--- src/rtl/mtm_alu_serializer_if.sv ---
// Result handshake and serial-pin bundle between the ALU core and the transmit serializer.
interface mtm_alu_serializer_if;
  logic        res_valid;
  logic        res_ack;
  logic [31:0] result;
  logic [3:0]  flags;
  logic [2:0]  crc;
  logic        op_err;
  logic        sout;
  logic        busy;

  modport master (
    output res_valid, result, flags, crc, op_err,
    input  res_ack, sout, busy
  );

  modport slave (
    input  res_valid, result, flags, crc, op_err,
    output res_ack, sout, busy
  );
endinterface

--- src/rtl/mtm_alu_serializer.sv ---
// ALU result serializer: 5-byte result frame or 1-byte error frame, 11 bits per byte, MSB first.
// Optional macro SER_BAUD_DIV_EN stretches every bit to CLKS_PER_BIT clocks.
module mtm_alu_serializer #(
  parameter int unsigned CLKS_PER_BIT = 4
) (
  input  logic                 clk,
  input  logic                 rst,
  mtm_alu_serializer_if.slave  bus
);

  typedef enum logic [2:0] {IDLE, START, CTL, DATA, STOP} state_t;

  localparam logic [6:0] ERR_HI   = 7'b1001001;
  localparam logic [7:0] ERR_BYTE = {ERR_HI, ^ERR_HI};

  state_t      state, state_n;
  logic [2:0]  bit_cnt, bit_cnt_n;
  logic [2:0]  byte_cnt, byte_cnt_n;
  logic        capture, capture_err;
  logic [31:0] res_q;
  logic [3:0]  flags_q;
  logic [2:0]  crc_q;
  logic        err_q;
  logic        err_pend;
  logic        op_err_q;
  logic        ack_q;
  logic        err_evt;
  logic        tick;
  logic [7:0]  cur_byte;
  logic        cur_ctl;
  logic [2:0]  last_byte;
  logic        sout_c;

  assign err_evt   = bus.op_err & ~op_err_q;
  assign last_byte = err_q ? 3'd0 : 3'd4;

`ifdef SER_BAUD_DIV_EN
  localparam int unsigned BW = (CLKS_PER_BIT > 1) ? $clog2(CLKS_PER_BIT) : 1;
  logic [BW-1:0] baud_cnt;

  assign tick = (baud_cnt == BW'(CLKS_PER_BIT - 1));

  always_ff @(posedge clk) begin
    if (rst || capture)
      baud_cnt <= '0;
    else if (state != IDLE)
      baud_cnt <= tick ? '0 : baud_cnt + BW'(1);
  end
`else
  // Without the divider every bit is one clock; the parameter only keeps the port list stable.
  logic unused_clks;
  assign unused_clks = ^CLKS_PER_BIT;
  assign tick = 1'b1;
`endif

  // Select the byte currently on the line from the frozen capture.
  always_comb begin
    cur_byte = 8'h00;
    cur_ctl  = 1'b0;
    if (err_q) begin
      cur_byte = ERR_BYTE;
      cur_ctl  = 1'b1;
    end else begin
      unique case (byte_cnt)
        3'd0: cur_byte = res_q[31:24];
        3'd1: cur_byte = res_q[23:16];
        3'd2: cur_byte = res_q[15:8];
        3'd3: cur_byte = res_q[7:0];
        3'd4: begin
          cur_byte = {1'b0, flags_q, crc_q};
          cur_ctl  = 1'b1;
        end
        default: cur_byte = 8'h00;
      endcase
    end
  end

  always_comb begin
    state_n     = state;
    bit_cnt_n   = bit_cnt;
    byte_cnt_n  = byte_cnt;
    capture     = 1'b0;
    capture_err = 1'b0;
    sout_c      = 1'b1;
    unique case (state)
      IDLE: begin
        byte_cnt_n = 3'd0;
        bit_cnt_n  = 3'd0;
        // A pending or fresh error wins; a simultaneous result is still acked and dropped.
        if (err_pend || err_evt) begin
          capture     = 1'b1;
          capture_err = 1'b1;
          state_n     = START;
        end else if (bus.res_valid) begin
          capture = 1'b1;
          state_n = START;
        end
      end
      START: begin
        sout_c = 1'b0;
        if (tick) state_n = CTL;
      end
      CTL: begin
        sout_c = cur_ctl;
        if (tick) begin
          state_n   = DATA;
          bit_cnt_n = 3'd7;
        end
      end
      DATA: begin
        sout_c = cur_byte[bit_cnt];
        if (tick) begin
          if (bit_cnt == 3'd0) state_n = STOP;
          else                 bit_cnt_n = bit_cnt - 3'd1;
        end
      end
      STOP: begin
        sout_c = 1'b1;
        if (tick) begin
          if (byte_cnt < last_byte) begin
            byte_cnt_n = byte_cnt + 3'd1;
            state_n    = START;
          end else begin
            state_n = IDLE;
          end
        end
      end
      default: state_n = IDLE;
    endcase
  end

  always_ff @(posedge clk) begin
    if (rst) begin
      state    <= IDLE;
      bit_cnt  <= 3'd0;
      byte_cnt <= 3'd0;
    end else begin
      state    <= state_n;
      bit_cnt  <= bit_cnt_n;
      byte_cnt <= byte_cnt_n;
    end
  end

  // Reset holds op_err_q high so a level already asserted is not seen as a new event.
  always_ff @(posedge clk) begin
    if (rst) begin
      op_err_q <= 1'b1;
      err_pend <= 1'b0;
      ack_q    <= 1'b0;
    end else begin
      op_err_q <= bus.op_err;
      ack_q    <= capture & bus.res_valid;
      if (capture_err)  err_pend <= 1'b0;
      else if (err_evt) err_pend <= 1'b1;
    end
  end

  always_ff @(posedge clk) begin
    if (rst) begin
      res_q   <= 32'h0;
      flags_q <= 4'h0;
      crc_q   <= 3'h0;
      err_q   <= 1'b0;
    end else if (capture) begin
      err_q <= capture_err;
      if (!capture_err) begin
        res_q   <= bus.result;
        flags_q <= bus.flags;
        crc_q   <= bus.crc;
      end
    end
  end

  assign bus.sout    = sout_c;
  assign bus.busy    = (state != IDLE);
  assign bus.res_ack = ack_q;

endmodule

--- src/flat_wrapper.sv ---
// flat-port wrapper written by rule: the top's interface ports become plain ports
module mtm_alu_serializer_flat 
#(
  parameter int unsigned CLKS_PER_BIT = 4
)
  (clk, rst, bus_res_valid, bus_result, bus_flags, bus_crc, bus_op_err, bus_res_ack, bus_sout, bus_busy);
  mtm_alu_serializer_if bus_i ();
  input  logic clk;
  input  logic rst;
  input wire logic [$bits(bus_i.res_valid)-1:0] bus_res_valid;
  input wire logic [$bits(bus_i.result)-1:0] bus_result;
  input wire logic [$bits(bus_i.flags)-1:0] bus_flags;
  input wire logic [$bits(bus_i.crc)-1:0] bus_crc;
  input wire logic [$bits(bus_i.op_err)-1:0] bus_op_err;
  output wire logic [$bits(bus_i.res_ack)-1:0] bus_res_ack;
  output wire logic [$bits(bus_i.sout)-1:0] bus_sout;
  output wire logic [$bits(bus_i.busy)-1:0] bus_busy;
  assign bus_i.res_valid = bus_res_valid;
  assign bus_i.result = bus_result;
  assign bus_i.flags = bus_flags;
  assign bus_i.crc = bus_crc;
  assign bus_i.op_err = bus_op_err;
  assign bus_res_ack = bus_i.res_ack;
  assign bus_sout = bus_i.sout;
  assign bus_busy = bus_i.busy;
  mtm_alu_serializer #(.CLKS_PER_BIT(CLKS_PER_BIT)) u_core (.clk(clk), .rst(rst), .bus(bus_i));
endmodule
--- config.mk ---
export PLATFORM = sky130hd
export DESIGN_NAME = mtm_alu_serializer_flat
export DESIGN_NICKNAME = d
export VERILOG_FILES = /design/src/rtl/mtm_alu_serializer_if.sv /design/src/rtl/mtm_alu_serializer.sv /design/src/flat_wrapper.sv
export SDC_FILE = /design/constraint.sdc
export NUM_CORES = 1
export LEC_CHECK = 0
export ABC_AREA = 1
export CAP_MARGIN = 10
export CELL_PAD_IN_SITES_DETAIL_PLACEMENT = 0
export CELL_PAD_IN_SITES_GLOBAL_PLACEMENT = 1
export CORE_MARGIN = 4
export CORE_UTILIZATION = 33
export DETAILED_ROUTE_END_ITERATION = 8
export PLACE_DENSITY_LB_ADDON = 0.1
export SETUP_SLACK_MARGIN = 0.02
export SLEW_MARGIN = 20
export SYNTH_ARGS = -nofsm -noshare
export SYNTH_HDL_FRONTEND = slang
export SYNTH_SLANG_ARGS = --single-unit
--- constraint.sdc ---
create_clock -name clk -period 2.05 [get_ports clk]
set_input_delay 0.41 -clock clk [delete_from_list [all_inputs] [get_ports clk]]
set_output_delay 0.41 -clock clk [all_outputs]
set_load 0.02 [all_outputs]
# Yosys cells after proc, flatten, opt, wreduce, memory -nomap -nowiden

Cells that the tools add are included.

Bits in registers: 52
Bits of input ports: 43
Output and inout bits: 3
Word-level logic and storage cells: 64

$add $sub $neg: 2
Order comparisons: 2
Eq/ne operators: 12
Muxes and demuxes: 22
Bitwise logic cells: 4
Reductions and logical operators: 12

Operators with widths:

| kind                                                        | count |
|---|---|
| case mux 8 bit (5 select lines)                             | 1 |
| two-way mux 3 bit                                           | 6 |
| case mux 3 bit (5 select lines)                             | 1 |
| == test 3 x 2 -> 1 bit (second input constant)              | 4 |
| logical NOT 3 bit                                           | 3 |
| two-way mux 1 bit                                           | 9 |
| case mux 3 bit (3 select lines)                             | 1 |
| two-way mux 8 bit                                           | 1 |
| AND reduction 2 bit                                         | 4 |
| == test 3 x 1 -> 1 bit (second input constant)              | 2 |
| == test 3 bit (second input constant)                       | 2 |
| case mux 3 bit (2 select lines)                             | 1 |
| nonzero test 3 bit                                          | 2 |
| less-than comparator 3 x 4 -> 1 bit (second input constant) | 1 |
| != test 2 x 1 -> 1 bit (second input constant)              | 2 |
| adder 3 x 1 -> 3 bit (second input constant)                | 1 |
| binary-select mux 1 bit (select 3 bit)                      | 1 |
| less-than comparator 3 bit                                  | 1 |
| != test 3 x 2 -> 1 bit (second input constant)              | 1 |
| case mux 1 bit (3 select lines)                             | 1 |
| subtractor 3 x 1 -> 3 bit (second input constant)           | 1 |
| AND 1 bit                                                   | 2 |
| != test 2 bit (second input constant)                       | 1 |
| inverter 1 bit                                              | 2 |
| 3 further kinds                                             | 3 |

# Depth between registers and ports, before layout

Depth after elaboration: 7
Gate-level depth with buffers: 15
Mapped depth without buffers: 12

# Least setup slack after synthesis

Ideal clock, no wire load.

Path type: register to output
From: reg u_core.byte_cnt[2]
To: out bus_sout
Data arrival time: 1658 ps
Required time: 1640 ps
Setup slack: -18 ps
Cell stages (with the launch flop): 16
Cells stage by stage: dfxtp_1 > buf_4 > inv_1 > buf_4 > ha_1 > clkbuf_1 > nand2_1 > nand2_1 > a21oi_1 > nand2_1 > nand3_1 > nand2_1 > inv_1 > nand2_1 > nand3_1 > nand2_1

Longest elaborated chain between the ends: 6

RTL lines:

| element                                 | line                      | source |
|---|---|---|
| start: declaration                      | mtm_alu_serializer.sv:18  | `logic [2:0] byte_cnt, byte_cnt_n;` |
| start signal: assignment                | mtm_alu_serializer.sv:140 | `byte_cnt <= byte_cnt_n;` |
| == test 3 bit (tied with other cells)   | mtm_alu_serializer.sv:64  | `unique case (byte_cnt)` |
| case mux 8 bit (5 select lines)         | mtm_alu_serializer.sv:64  |  |
| two-way mux 8 bit                       | mtm_alu_serializer.sv:60  | `if (err_q) begin` |
| binary-select mux 1 bit (select 3 bit)  | mtm_alu_serializer.sv:111 | `sout_c = cur_byte[bit_cnt];` |
| two-way mux 1 bit (implied by the code) | mtm_alu_serializer.sv:111 |  |
| case mux 1 bit (3 select lines) *       | mtm_alu_serializer.sv:85  | `unique case (state)` |
| end: declaration                        | flat_wrapper.sv:16        | `output wire logic [$bits(bus_i.sout)-1:0] bus_sout;` |

Every way passes the cells marked *; elsewhere a longest branch is shown, timed or not. The select of a mux whose other input is x is not followed.

# Worst setup path after layout

From: reg u_core.byte_cnt[1]
To: out bus_sout

Same word-level chain as after synthesis.

==> impl_metrics.env <==
export IMPL_grt_pass1_wl_microns=10800
export IMPL_p_leak_nw=1.45
export IMPL_grt_ovfl_total=0
export IMPL_die_h_microns=94.3
export IMPL_cp_max_fo=4
export IMPL_hold_start="u_core.res_q[24]"
export IMPL_vias=2357
export IMPL_grt_pass1_vias=2311
export IMPL_clock_latency_ns=0.31
export IMPL_fp_dieArea_sq_um=8890
export IMPL_yosysTopAreaCell="dfxtp_1"
export IMPL_min_path_cells=2
export IMPL_rr_worst_depth=9
export IMPL_hold_viol=0
export IMPL_drv_slew=0
export IMPL_fmax_mhz=441
export IMPL_area_growth_pct=41.4
export IMPL_cts_tree="yes"
export IMPL_fin_skew_ns=0.0126
export IMPL_min_period_ns=2.27
export IMPL_drive_gt1_frac=0.193
export IMPL_setup_viol=1
export IMPL_firstDrtPassIters=6
export IMPL_dp_hpwl_microns=5040
export IMPL_power_density_nw_per_um2=758
export IMPL_wl_microns=6560
export IMPL_outcome="complete, but fails checks"
export IMPL_cp_cell_sequence="buf_6 > ha_4 > buf_6 > nand3_1 > nand3_2 > o21ai_1 > nand2_1 > nand2_1 > nand2_2 > nand3_2 > nand2_2 > buf_6"
export IMPL_syn_num_nets=405
export IMPL_fp_dieW_microns=94.3
export IMPL_finalInstanceArea_sq_um=3470
export IMPL_critPathArrivalTime_ns=1.86
export IMPL_vdd_drop_max_mv=0.293
export IMPL_maxSlewHeadroom=0.790
export IMPL_gp_congestion=0.890
export IMPL_synth_distinct_cells=29
export IMPL_drc=0
export IMPL_start_util=0.339
export IMPL_crit_start="u_core.byte_cnt[1]"
export IMPL_fin_crit_sh=1.11
export IMPL_synthCells=355
export IMPL_synth_area_top_cells="dfxtp_1 (42%), nor2_1 (15%), nand2_1 (8.2%)"
export IMPL_cts_root_buffer="clkbuf_8"
export IMPL_clkTransAtPathRegs_ns=0.10
export IMPL_rsz0062_at_grt="true"
export IMPL_fin_util=0.479
export IMPL_clkSinkCount=52
export IMPL_worst_pin_slew_ns=0.314
export IMPL_synth_area_sq_um=2460
export IMPL_synth_top_area_frac=0.424
export IMPL_crit_buf_inv=3
export IMPL_placed_area_sq_um=3160
export IMPL_core_area_sq_um=7250
export IMPL_start_kind="flip-flop"
export IMPL_drt_vias_per_instance=4.54
export IMPL_ctsHoldBuffers=0
export IMPL_criticalPathCategory="reg2out"
export IMPL_critPathCaptureType="output pin"
export IMPL_clock_path_buffers=2
export IMPL_cap_violations=0
export IMPL_rows=31
export IMPL_hp_class="reg2reg"
export IMPL_cts_max_level=2
export IMPL_grt_use_total=0.157
export IMPL_crit_slowest_cell="dfxtp_4"
export IMPL_avgSynthCellArea_sq_um=6.92
export IMPL_required_ns=1.64
export IMPL_violations="negative setup slack"
export IMPL_layout_common_cells="nor2_1 (93), dfxtp_1 (50), nand2_1 (44)"
export IMPL_cp_top_family="simple AND/OR/NAND/NOR gates"
export IMPL_layout_setup_ws_ns=-0.218
export IMPL_cts_buffers=5
export IMPL_p_total_mw=2.63
export IMPL_io_pins=46
export IMPL_nets=469
export IMPL_drtIter0Drc=61
export IMPL_yosys_warnings=0
export IMPL_diodes=0
export IMPL_wire_per_inst_microns=12.6
export IMPL_grt_antenna_before_repair=0
export IMPL_grt_max_degree=46
export IMPL_crit_cells=12
export IMPL_ys_seq_elements=52
export IMPL_worst_path_most_repeated_cell="buf_6"
export IMPL_final_antenna_net_count=0
export IMPL_max_stage_delay_ns=0.39
export IMPL_yosysSeqAreaShare=0.424
export IMPL_io_buffers=45
export IMPL_final_common_cell="nor2_1"
export IMPL_r2r_start="u_core.bit_cnt[0]"
## tightest hold or removal path: cells and delay by family, from the launching register on
kind | cells | cell delay (ns)
buffers and inverters | 1 | 0.06
AO/OA/AOI/OAI | 1 | 0.05
flip-flops | 1 | 0.31
## timing repair
item	CTS	global route
endpoints found under the setup margin	2	1
pin swaps	12	18
gates resized for setup	33	28
buffers inserted	1	0
endpoints found under the hold margin	0	0
## registers in the layout (all words and copies together), names as in the netlist
register,cells
u_core.op_err_q,1
u_core.crc_q,3
u_core.err_pend,1
u_core.state,3
u_core.byte_cnt,3
u_core.bus.res_ack,1
u_core.res_q,32
u_core.err_q,1
u_core.flags_q,4
u_core.bit_cnt,3
## synthesized netlist by cell type (all sizes together)
cell / count
nor2: 100
nand2: 55
dfxtp: 52
o21ai: 44
inv: 31
nand3: 20
a21oi: 16
buf: 8
clkbuf: 8
ha: 7
nor3: 5
a211oi: 2
nand4: 2
o32ai: 2
and2: 1
o22ai: 1
xor2: 1
## worst paths after layout
path | slack [ns] | endpoint
worst max-delay path | -0.22 | bus_sout
worst min register to register | 0.46 | u_core.res_q[24]
worst min-delay path | 0.46 | u_core.res_q[24]
worst max register to register | 0.37 | u_core.bit_cnt[1]
## area by class of cell
cell class | instances | area, sq um
repair buffers | 73 | 701
flip-flops and latches | 52 | 1050
fillers | 776 | 3780
clock buffers | 5 | 68.8
multi-input cells | 256 | 1360
inverters | 31 | 129
well taps | 99 | 124
clock inverters | 3 | 47.5
## metal layers
layer  track usage  up-vias  wire [microns]
li1              -     1263               -
met1         0.201     1047            3230
met2         0.271       42            3030
met3        0.0272        5             227
met4        0.0397        0              63
met5             0        -               0
## per-stage QoR
step | worst slack [ns] | setup TNS [ns] | hold slack (ns) | cells
global placement | -0.465 | -0.465 | 0.444 | 511
detailed placement | -0.464 | -0.464 | 0.453 | 511
CTS | -0.283 | -0.283 | 0.467 | 520
global route | -0.357 | -0.357 | 0.492 | 519
finish | -0.218 | -0.218 | 0.462 | 519
floorplan | 0.0294 | 0 | 0.429 | 355
## kinds of logic (layout without fill, tap and decap cells)
family                     count (synthesis)  count (layout)  synth area share
adders and majority gates                  7               7            0.0356
xor gates and xnor gates                   1               1           0.00356
buffers and inverters                     47             112            0.0922
AOI/OAI and AO/OA                         65              65             0.140
DFF                                       52              52             0.424
and+or+nand+nor                          183             183             0.305
## where the power goes
group / total (mW) / switching (mW) / internal, mW
logic: 0.688 / 0.374 / 0.314
clock network: 0.722 / 0.354 / 0.368
registers: 1.22 / 0.0879 / 1.14
total: 2.63 / 0.816 / 1.82
Power figures use the tool's default switching activity.
